==> config.mk <==
export PLATFORM = sky130hd
export DESIGN_NAME = ahb_lite_arbiter
export DESIGN_NICKNAME = d
export VERILOG_FILES = /design/src/rtl/ahb_arb_pkg.sv /design/src/rtl/rr_pick.sv /design/src/rtl/ahb_lite_arbiter.sv
export SDC_FILE = /design/constraint.sdc
export NUM_CORES = 1
export LEC_CHECK = 0
export ABC_CLOCK_PERIOD_IN_PS = 1800
export BUFFER_PORTS_ARGS = -buffer_cell sky130_fd_sc_hd__buf_2
export CORE_AREA = 2 2 118 120
export DETAILED_ROUTE_END_ITERATION = 6
export DIE_AREA = 0 0 120 122
export PLACE_DENSITY_LB_ADDON = 0.08
export SYNTH_ARGS = -nofsm -noshare
export SYNTH_HDL_FRONTEND = slang
export SYNTH_SLANG_ARGS = --single-unit
==> constraint.sdc <==
create_clock -name HCLK -period 1.8 [get_ports HCLK]
set_input_delay 0.18 -clock HCLK [delete_from_list [all_inputs] [get_ports HCLK]]
set_output_delay 0.18 -clock HCLK [all_outputs]
set_load 0.01 [all_outputs]
==> src/rtl/ahb_arb_pkg.sv <==
// Shared constants, types and helpers for the AHB-Lite arbiter.
package ahb_arb_pkg;

    typedef logic [1:0] htrans_t;

    localparam htrans_t HTRANS_IDLE   = 2'b00;
    localparam htrans_t HTRANS_BUSY   = 2'b01;
    localparam htrans_t HTRANS_NONSEQ = 2'b10;
    localparam htrans_t HTRANS_SEQ    = 2'b11;

    localparam logic [1:0] HRESP_OKAY  = 2'b00;
    localparam logic [1:0] HRESP_ERROR = 2'b01;

    // Width of a master index; never narrower than one bit.
    function automatic int master_idx_width(input int n);
        return (n <= 2) ? 1 : $clog2(n);
    endfunction

endpackage

==> src/rtl/rr_pick.sv <==
// Rotating-priority encoder: first set bit of req scanning cyclically from ptr+1,
// with ptr itself considered last.
module rr_pick #(
    parameter int N  = 2,
    parameter int IW = 1
) (
    input  logic [N-1:0]  req,
    input  logic [IW-1:0] ptr,
    output logic [IW-1:0] idx,
    output logic          any
);

    logic found;

    // Scan the request vector starting just after the current pointer.
    always_comb begin
        idx   = '0;
        found = 1'b0;
        for (int k = 1; k <= N; k++) begin
            if (!found && req[(int'(ptr) + k) % N]) begin
                idx   = IW'((int'(ptr) + k) % N);
                found = 1'b1;
            end
        end
    end

    assign any = |req;

endmodule

==> src/rtl/ahb_lite_arbiter.sv <==
// Round-robin AHB-Lite arbiter sharing one slave port between several masters,
// with HLOCK support and a beat budget that forces handover when others wait.
module ahb_lite_arbiter
    import ahb_arb_pkg::*;
#(
    parameter  int NUM_MASTERS    = 2,
    parameter  int DEFAULT_MASTER = 0,
    parameter  int MAX_BEATS      = 16,
    localparam int IW             = master_idx_width(NUM_MASTERS)
) (
    input  logic                      HCLK,
    input  logic                      HRESET,
    input  logic [NUM_MASTERS-1:0]    HBUSREQ,
    input  logic [NUM_MASTERS-1:0]    HLOCK,
    output logic [NUM_MASTERS-1:0]    HGRANT,
    output logic [IW-1:0]             HMASTER,
    input  logic [NUM_MASTERS*32-1:0] M_HADDR,
    input  logic [NUM_MASTERS*2-1:0]  M_HTRANS,
    input  logic [NUM_MASTERS-1:0]    M_HWRITE,
    input  logic [NUM_MASTERS*3-1:0]  M_HSIZE,
    input  logic [NUM_MASTERS*32-1:0] M_HWDATA,
    input  logic [NUM_MASTERS*4-1:0]  M_WSTRB,
    output logic                      S_HSEL,
    output logic [31:0]               S_HADDR,
    output logic [1:0]                S_HTRANS,
    output logic                      S_HWRITE,
    output logic [2:0]                S_HSIZE,
    output logic [31:0]               S_HWDATA,
    output logic [3:0]                S_WSTRB,
    input  logic                      S_HREADYOUT,
    input  logic [1:0]                S_HRESP,
    input  logic [31:0]               S_HRDATA,
    output logic                      HREADY,
    output logic [1:0]                HRESP,
    output logic [31:0]               HRDATA
);

    localparam int BW = $clog2(MAX_BEATS + 1);

    logic [IW-1:0] dmaster;
    logic [BW-1:0] beat_cnt;
    htrans_t       owner_trans;
    logic          owner_active;
    logic          others_req;
    logic          cap_hit;
    logic          rearb;
    logic [IW-1:0] pick_idx;
    logic          pick_any;
    logic [IW-1:0] next_owner;

    rr_pick #(
        .N  (NUM_MASTERS),
        .IW (IW)
    ) u_rr_pick (
        .req (HBUSREQ),
        .ptr (HMASTER),
        .idx (pick_idx),
        .any (pick_any)
    );

    // Handover decision for the current address-phase owner.
    always_comb begin
        owner_trans  = htrans_t'(M_HTRANS[2*int'(HMASTER) +: 2]);
        owner_active = (owner_trans == HTRANS_NONSEQ) || (owner_trans == HTRANS_SEQ);
        others_req   = |(HBUSREQ & ~HGRANT);
        // The budget includes the beat accepted on this edge, so an owner gets
        // exactly MAX_BEATS beats before yielding to a waiting master.
        cap_hit      = (beat_cnt == BW'(MAX_BEATS)) ||
                       (owner_active && (beat_cnt == BW'(MAX_BEATS - 1)));
        rearb        = !HLOCK[HMASTER] &&
                       (!HBUSREQ[HMASTER] || (owner_trans == HTRANS_IDLE) ||
                        (cap_hit && others_req));
        next_owner   = pick_any ? pick_idx : IW'(DEFAULT_MASTER);
    end

    // Grant, owner and beat-count registers; everything holds during wait states.
    always_ff @(posedge HCLK) begin
        if (HRESET) begin
            HGRANT   <= NUM_MASTERS'(1) << DEFAULT_MASTER;
            HMASTER  <= IW'(DEFAULT_MASTER);
            dmaster  <= IW'(DEFAULT_MASTER);
            beat_cnt <= '0;
        end else if (HREADY) begin
            dmaster <= HMASTER;
            if (rearb) begin
                HMASTER  <= next_owner;
                HGRANT   <= NUM_MASTERS'(1) << next_owner;
                beat_cnt <= '0;
            end else if (owner_active && (beat_cnt != BW'(MAX_BEATS))) begin
                beat_cnt <= beat_cnt + 1'b1;
            end
        end
    end

    // Address phase follows HMASTER, write data follows the data-phase owner.
    always_comb begin
        S_HSEL   = 1'b1;
        S_HADDR  = M_HADDR[32*int'(HMASTER) +: 32];
        S_HTRANS = M_HTRANS[2*int'(HMASTER) +: 2];
        S_HWRITE = M_HWRITE[HMASTER];
        S_HSIZE  = M_HSIZE[3*int'(HMASTER) +: 3];
        S_HWDATA = M_HWDATA[32*int'(dmaster) +: 32];
        S_WSTRB  = M_WSTRB[4*int'(dmaster) +: 4];
        HREADY   = S_HREADYOUT;
        HRESP    = S_HRESP;
        HRDATA   = S_HRDATA;
    end

endmodule

==> impl_metrics.yaml, run 1 <==
status:
  status: "completed"
setup_path:
  end_kind: "flip-flop"
  cp_max_fo: 4
  path_cells: "ha_1 > and3_1 > ha_1 > a21oi_2 > o21bai_2 > a21oi_2 > mux2_4"
  crit_buf_inv: 0
  startpoint_type: "flip-flop"
  crit_path_top_delay_cell: "dfxtp_2"
  worstPathRequired_ps: 1910
  max_stage_delay_ps: 330
  crit_type: "reg2reg"
  cp_top_family: "adder cells"
  cp.arrival_ps: 1830
global_routing:
  overflow: 0
  grt.total_usage_pct: 9.091
  grt_max_degree: 43
  grt_pass1_wl_mm: 10.25
  antenna_found_initial: 0
  grt_pass1_vias: 1952
synthesis:
  synthCells: 182
  synth.top_cell.area_share_pct: 48.24
  synth_area_leaders: "mux2_2 48%, buf_4 16%, dfxtp_1 9.4%, a32o_1 2.3%, ha_1 2.2%"
  ys.flop_type: "dfxtp_1"
  yosysWarnings: 0
  yosysSeqAreaShare_pct: 9.398
  mappedNetlistArea_sq_um: 1704
  synthTopCellsByCount: "73 x mux2_2, 37 x buf_4, 8 x dfxtp_1, 6 x nand3_1"
  synth_nets: 374
  ys_ff_latch: 8
  synth_most_common_cell: "mux2_2"
  synth_edf_count: 0
  synth_area_leader_cell: "mux2_2"
  syn_area_per_cell_sq_um: 9.363
  ys_types: 29
  synthArstFlopShare_pct: 0
route:
  dr_wl_met2_mm: 4.219
  wl_met1_mm: 2.222
  dr.pass1.iters: 3
  vias_per_cell: 3.781
  drc: 0
  wl_met3_um: 964
  wl_per_cell_um: 13.61
  top_layer_used: "met4"
  wirelength_mm: 7.568
  vias: 2102
  drtIter0Drc: 44
  ant_nets: 0
clocking:
  cts_sinks: 8
  insertion_delay_ps: 230
  cts_tree: "done"
  cts-root-buf: "clkbuf_16"
  hold_buffers: 0
  numCtsBuffers: 3
  htreeDepth: 1
  clk_pin_slew_ps: 40
  cts_buffer_depth: 2
placement:
  portBuffers: 232
  hpwl_mm: 6.809
  place.gp.congestion: 0.7041
  dpl_cell_area_sq_um: 2829
  place_ws_ps: 71.15
floorplan:
  die_h_um: 122
  core-area_sq_um: 13500
  die_w_um: 120
  ios: 302
  start_util_pct: 12.62
  dieArea_sq_um: 14640
  row_count: 43
timing:
  hold_viol: 0
  fin_setup_tns_ps: 0
  max_freq_mhz: 584.0
  drv_slew: 0
  worst_clock_skew_ps: 1.114
  fin_crit_sh_pct: 95.12
  layout_min_cycle_time_ps: 1712
  fin_ws_ps: 87.81
  setup_violations: 0
  rsz0062_at_grt: "no"
final_layout:
  nFillCells: 1524
  nets: 570
  stdcell_area_sq_um: 2907
  multi_input_area_sq_um: 1200
  syn_to_final_growth_pct: 70.56
  register_area_sq_um: 163.9
  antenna_cells: 0
  drive_gt1_share_pct: 86.17
power_and_ir_drop:
  peakVddDrop_mv: 0.1751
  p_leak_uw: 0.001453
  p_per_area_nw_per_um2: 388.7
hold_path:
  min_path_type: "in2reg"
job:
  maxCapViolations: 0
==> per-layer routing <==
layer  vias to the layer above  track usage, %
met5                         -               0
met4                         0           3.971
met3                        14           2.528
met2                       178           19.03
met1                       906           7.856
li1                       1004               -
==> repair_timing <==
action / CTS / global route
resized for setup: 0 / 2
hold endpoints to repair: 0 / 0
buffers inserted: 0 / 0
setup endpoints to repair: 0 / 7
==> report_power, final <==
group          switching [uW]  leakage (uW)  internal (uW)
Clock                    85.8     0.0000370            286
Sequential               7.05     0.0000662            184
Combinational             241       0.00135            326
Total                     334       0.00145            796
==> stage by stage <==
stage | hold slack, ps | utilization (%) | instances | total power [uW]
2_1_floorplan | 249.1 | - | 182 | 535.9
3_3_place_gp | 360.1 | 20.95 | 553 | 774.7
3_5_place_dp | 360.1 | 20.95 | 553 | 774.3
4_1_cts | 243.8 | 21.50 | 556 | 1152
5_1_grt | 242.0 | 21.52 | 556 | 1206
6_report | 233.0 | 21.52 | 556 | 1130
==> worst register-to-register path, cell delays in order (launching register included) <==
cell	delay, ps
dfxtp_2	330
ha_1	200
and3_1	190
ha_1	190
a21oi_2	160
o21bai_2	140
a21oi_2	80
mux2_4	300
==> worst paths after layout <==
kind	start	endpoint	slack, ps	depth (start not counted)
hold reg to reg	beat_cnt[0]$_SDFFE_PP0P_	beat_cnt[0]$_SDFFE_PP0P_	490	2
hold / removal	HRESET	beat_cnt[1]$_SDFFE_PP0P_	230	2
setup reg to reg	beat_cnt[0]$_SDFFE_PP0P_	HGRANT[1]$_SDFFE_PP0P_	90	7
setup / recovery	beat_cnt[0]$_SDFFE_PP0P_	HGRANT[1]$_SDFFE_PP0P_	90	7
==> layout make-up <==
type                       instances  share of cell area [%]
clock buffer                       3                   2.583
inverter                           5                  0.6457
multi-input combinational        123                   41.28
sequential                         8                   5.639
tap                              180                   7.749
timing repair buffer             237                   42.10
==> flip-flops by register name, summed over array words and instances (netlist names) <==
name and flops:
beat_cnt 5, HGRANT 2, dmaster 1
==> kinds of logic (layout without fill, tap and decap cells) <==
group	Yosys count	count (layout)	share of synthesized area [%]
mux	78	78	52.50
compound gates	18	18	8.002
buf+inv	51	245	20.19
simple gates	23	23	7.488
other cells	1	1	0.2201
fa+ha+maj	3	3	2.203
flops	8	8	9.398
==> cells in the final DEF (no fill, tap or decap), drive strengths merged <==
cell type and n:
a21o 1, a21oi 5, a32o 4, and3 2
and4bb 1, buf 237, clkbuf 3, conb 1
dfxtp 8, ha 3, inv 5, mux2 75
mux2i 3, nand2 3, nand3 6, nand3b 2
nor2 4, nor2b 4, o211a 1, o211ai 2
o21ai 4, o21bai 1, or2 1
(Power assumes the default switching activity.)
==> inputs of run 2 (changes only) <==
--- a/config.mk
+++ b/config.mk
@@ -11,5 +11,5 @@
 export DETAILED_ROUTE_END_ITERATION = 6
 export DIE_AREA = 0 0 120 122
-export PLACE_DENSITY_LB_ADDON = 0.08
+export PLACE_DENSITY = 0.43
 export SYNTH_ARGS = -nofsm -noshare
 export SYNTH_HDL_FRONTEND = slang
==> constraint.sdc (replaced) <==
create_clock -name HCLK -period 1.8 [get_ports HCLK]
set_input_delay 0.18 -clock HCLK [delete_from_list [all_inputs] [get_ports HCLK]]
set_output_delay 0.18 -clock HCLK [all_outputs]
set_load 0.005 [all_outputs]
==> run 2 against run 1 <==
Compared with the run above:
- via count decreased by 0.81%
- first-iteration DRC count fell by 36%
- sequential power barely moved
- final cell count increased by 0.18%
- clock power barely moved
- wire length decreased by 12%
- worst hold slack worse by 19 ps
- combinational power decreased by 9.0%
==> impl_metrics.yaml, run 2 (synthesis gave the netlist of run 1 again) <==
status:
  status: "completed"
global_routing:
  antenna_found_initial: 0
  grt_pass1_wl_mm: 9.308
  grt.total_usage_pct: 7.820
  grt_max_degree: 41
  grt_pass1_vias: 1963
  overflow: 0
final_layout:
  nets: 571
  largest_reg_flops: 5
  drive_gt1_share_pct: 86.21
  regMostFlops: "beat_cnt"
  multi_input_area_sq_um: 1200
  nFillCells: 1510
  final_common_cell: "buf_2"
  syn_to_final_growth_pct: 70.70
  antenna_cells: 0
  register_area_sq_um: 163.9
  final_cell_mix: "232 x buf_2, 73 x mux2_2, 6 x nand3_1"
  reg_top3: "beat_cnt x5, HGRANT x2, dmaster x1"
setup_path:
  worstPathRequired_ps: 1620
  end_kind: "output port"
  cp_max_fo: 40
  max_stage_delay_ps: 450
  path_cells: "buf_8 > mux2_2 > buf_2"
  crit_buf_inv: 2
  crit_type: "reg2out"
  cp.arrival_ps: 1520
  startpoint_type: "flip-flop"
  crit_path_top_delay_cell: "dfxtp_2"
  cp_top_family: "flip-flops"
clocking:
  cts_tree: "done"
  insertion_delay_ps: 230
  clk_pin_slew_ps: 40
  cts-root-buf: "clkbuf_16"
  htreeDepth: 1
  cts_buffer_depth: 2
  cts_sinks: 8
  numCtsBuffers: 3
timing:
  fin_ws_ps: 95.46
  rsz0062_at_grt: "no"
  worst_clock_skew_ps: 0.4041
  setup_violations: 0
  layout_min_cycle_time_ps: 1705
  fin_setup_tns_ps: 0
  drv_slew: 0
  max_freq_mhz: 586.7
  fin_crit_sh_pct: 94.70
  hold_viol: 0
floorplan:
  die_w_um: 120
  row_count: 43
  ios: 302
  dieArea_sq_um: 14640
  core-area_sq_um: 13500
  start_util_pct: 12.62
  die_h_um: 122
placement:
  portBuffers: 232
  place_ws_ps: 57.09
  hpwl_mm: 5.891
  place.gp.congestion: 0.7915
route:
  wirelength_mm: 6.658
  drc: 0
  drtIter0Drc: 28
  vias_per_cell: 3.743
  ant_nets: 0
  vias: 2085
  dr.pass1.iters: 3
  wl_per_cell_um: 11.95
power_and_ir_drop:
  p_per_area_nw_per_um2: 370.8
  peakVddDrop_mv: 0.2283
  p_leak_uw: 0.001457
job:
  maxCapViolations: 0
hold_path:
  min_path_type: "in2reg"
-- run 2: changes by cell type in the layout (fill, tap and decap cells not counted), sizes merged --
cell  before  now
buf      237  238
-- run 2: cell type report --
class | instances | area share, %
flip-flops and latches | 8 | 5.634
clock buffers | 3 | 2.581
inverters | 5 | 0.6452
repair buffers | 238 | 42.15
multi-input cells | 123 | 41.25
well taps | 180 | 7.742
-- run 2: final timing paths --
check	end	start	cells after the start	slack [ps]
hold reg to reg	beat_cnt[4]$_SDFFE_PP0P_	beat_cnt[4]$_SDFFE_PP0P_	2	490
setup reg to reg	HGRANT[1]$_SDFFE_PP0P_	beat_cnt[0]$_SDFFE_PP0P_	7	110
setup / recovery	S_HTRANS[0]	HGRANT[1]$_SDFFE_PP0P_	3	100
hold / removal	beat_cnt[0]$_SDFFE_PP0P_	HRESET	2	210
-- run 2: layer usage --
layer | global-route usage (%) | routed length, um | vias up
met5 | 0 | 0 | -
met4 | 2.426 | 82 | 0
met3 | 1.826 | 715 | 12
met2 | 14.67 | 3437 | 148
met1 | 8.697 | 2422 | 916
li1 | - | - | 1009
-- run 2: where the power goes --
group	switching [uW]	internal (uW)
clock network	85.7	286
registers	7.08	184
logic	192	324
total	284	794
-- run 2: repair_timing --
| item | 4_1_cts | 5_1_grt |
|---|---|---|
| hold buffers | 0 | 0 |
| hold endpoints to repair | 0 | 0 |
| pin swaps | 0 | 1 |
| buffers inserted | 0 | 3 |
| resized for setup | 1 | 4 |
| endpoints found under the setup margin | 37 | 16 |
-- run 2: worst register-to-register path, delay by kind of cell (launching register included) --
kind,cells,cell delay [ps]
fa+ha+maj,2,380
compound gates,3,370
flops,1,330
mux,1,300
simple gates,1,180
-- run 2: stage by stage --
| step | utilization [%] | hold slack, ps | area, sq um | total power, uW | cells |
|---|---|---|---|---|---|
| detailed placement | 20.74 | 360.0 | 2801 | 708.6 | 551 |
| CTS | 21.33 | 221.5 | 2880 | 1089 | 554 |
| finish | 21.54 | 214.1 | 2909 | 1079 | 557 |
| global placement | 20.74 | 360.0 | 2801 | 703.5 | 551 |
| global route | 21.54 | 222.5 | 2909 | 1151 | 557 |
| floorplan | - | 249.1 | 1704 | 468.9 | 182 |
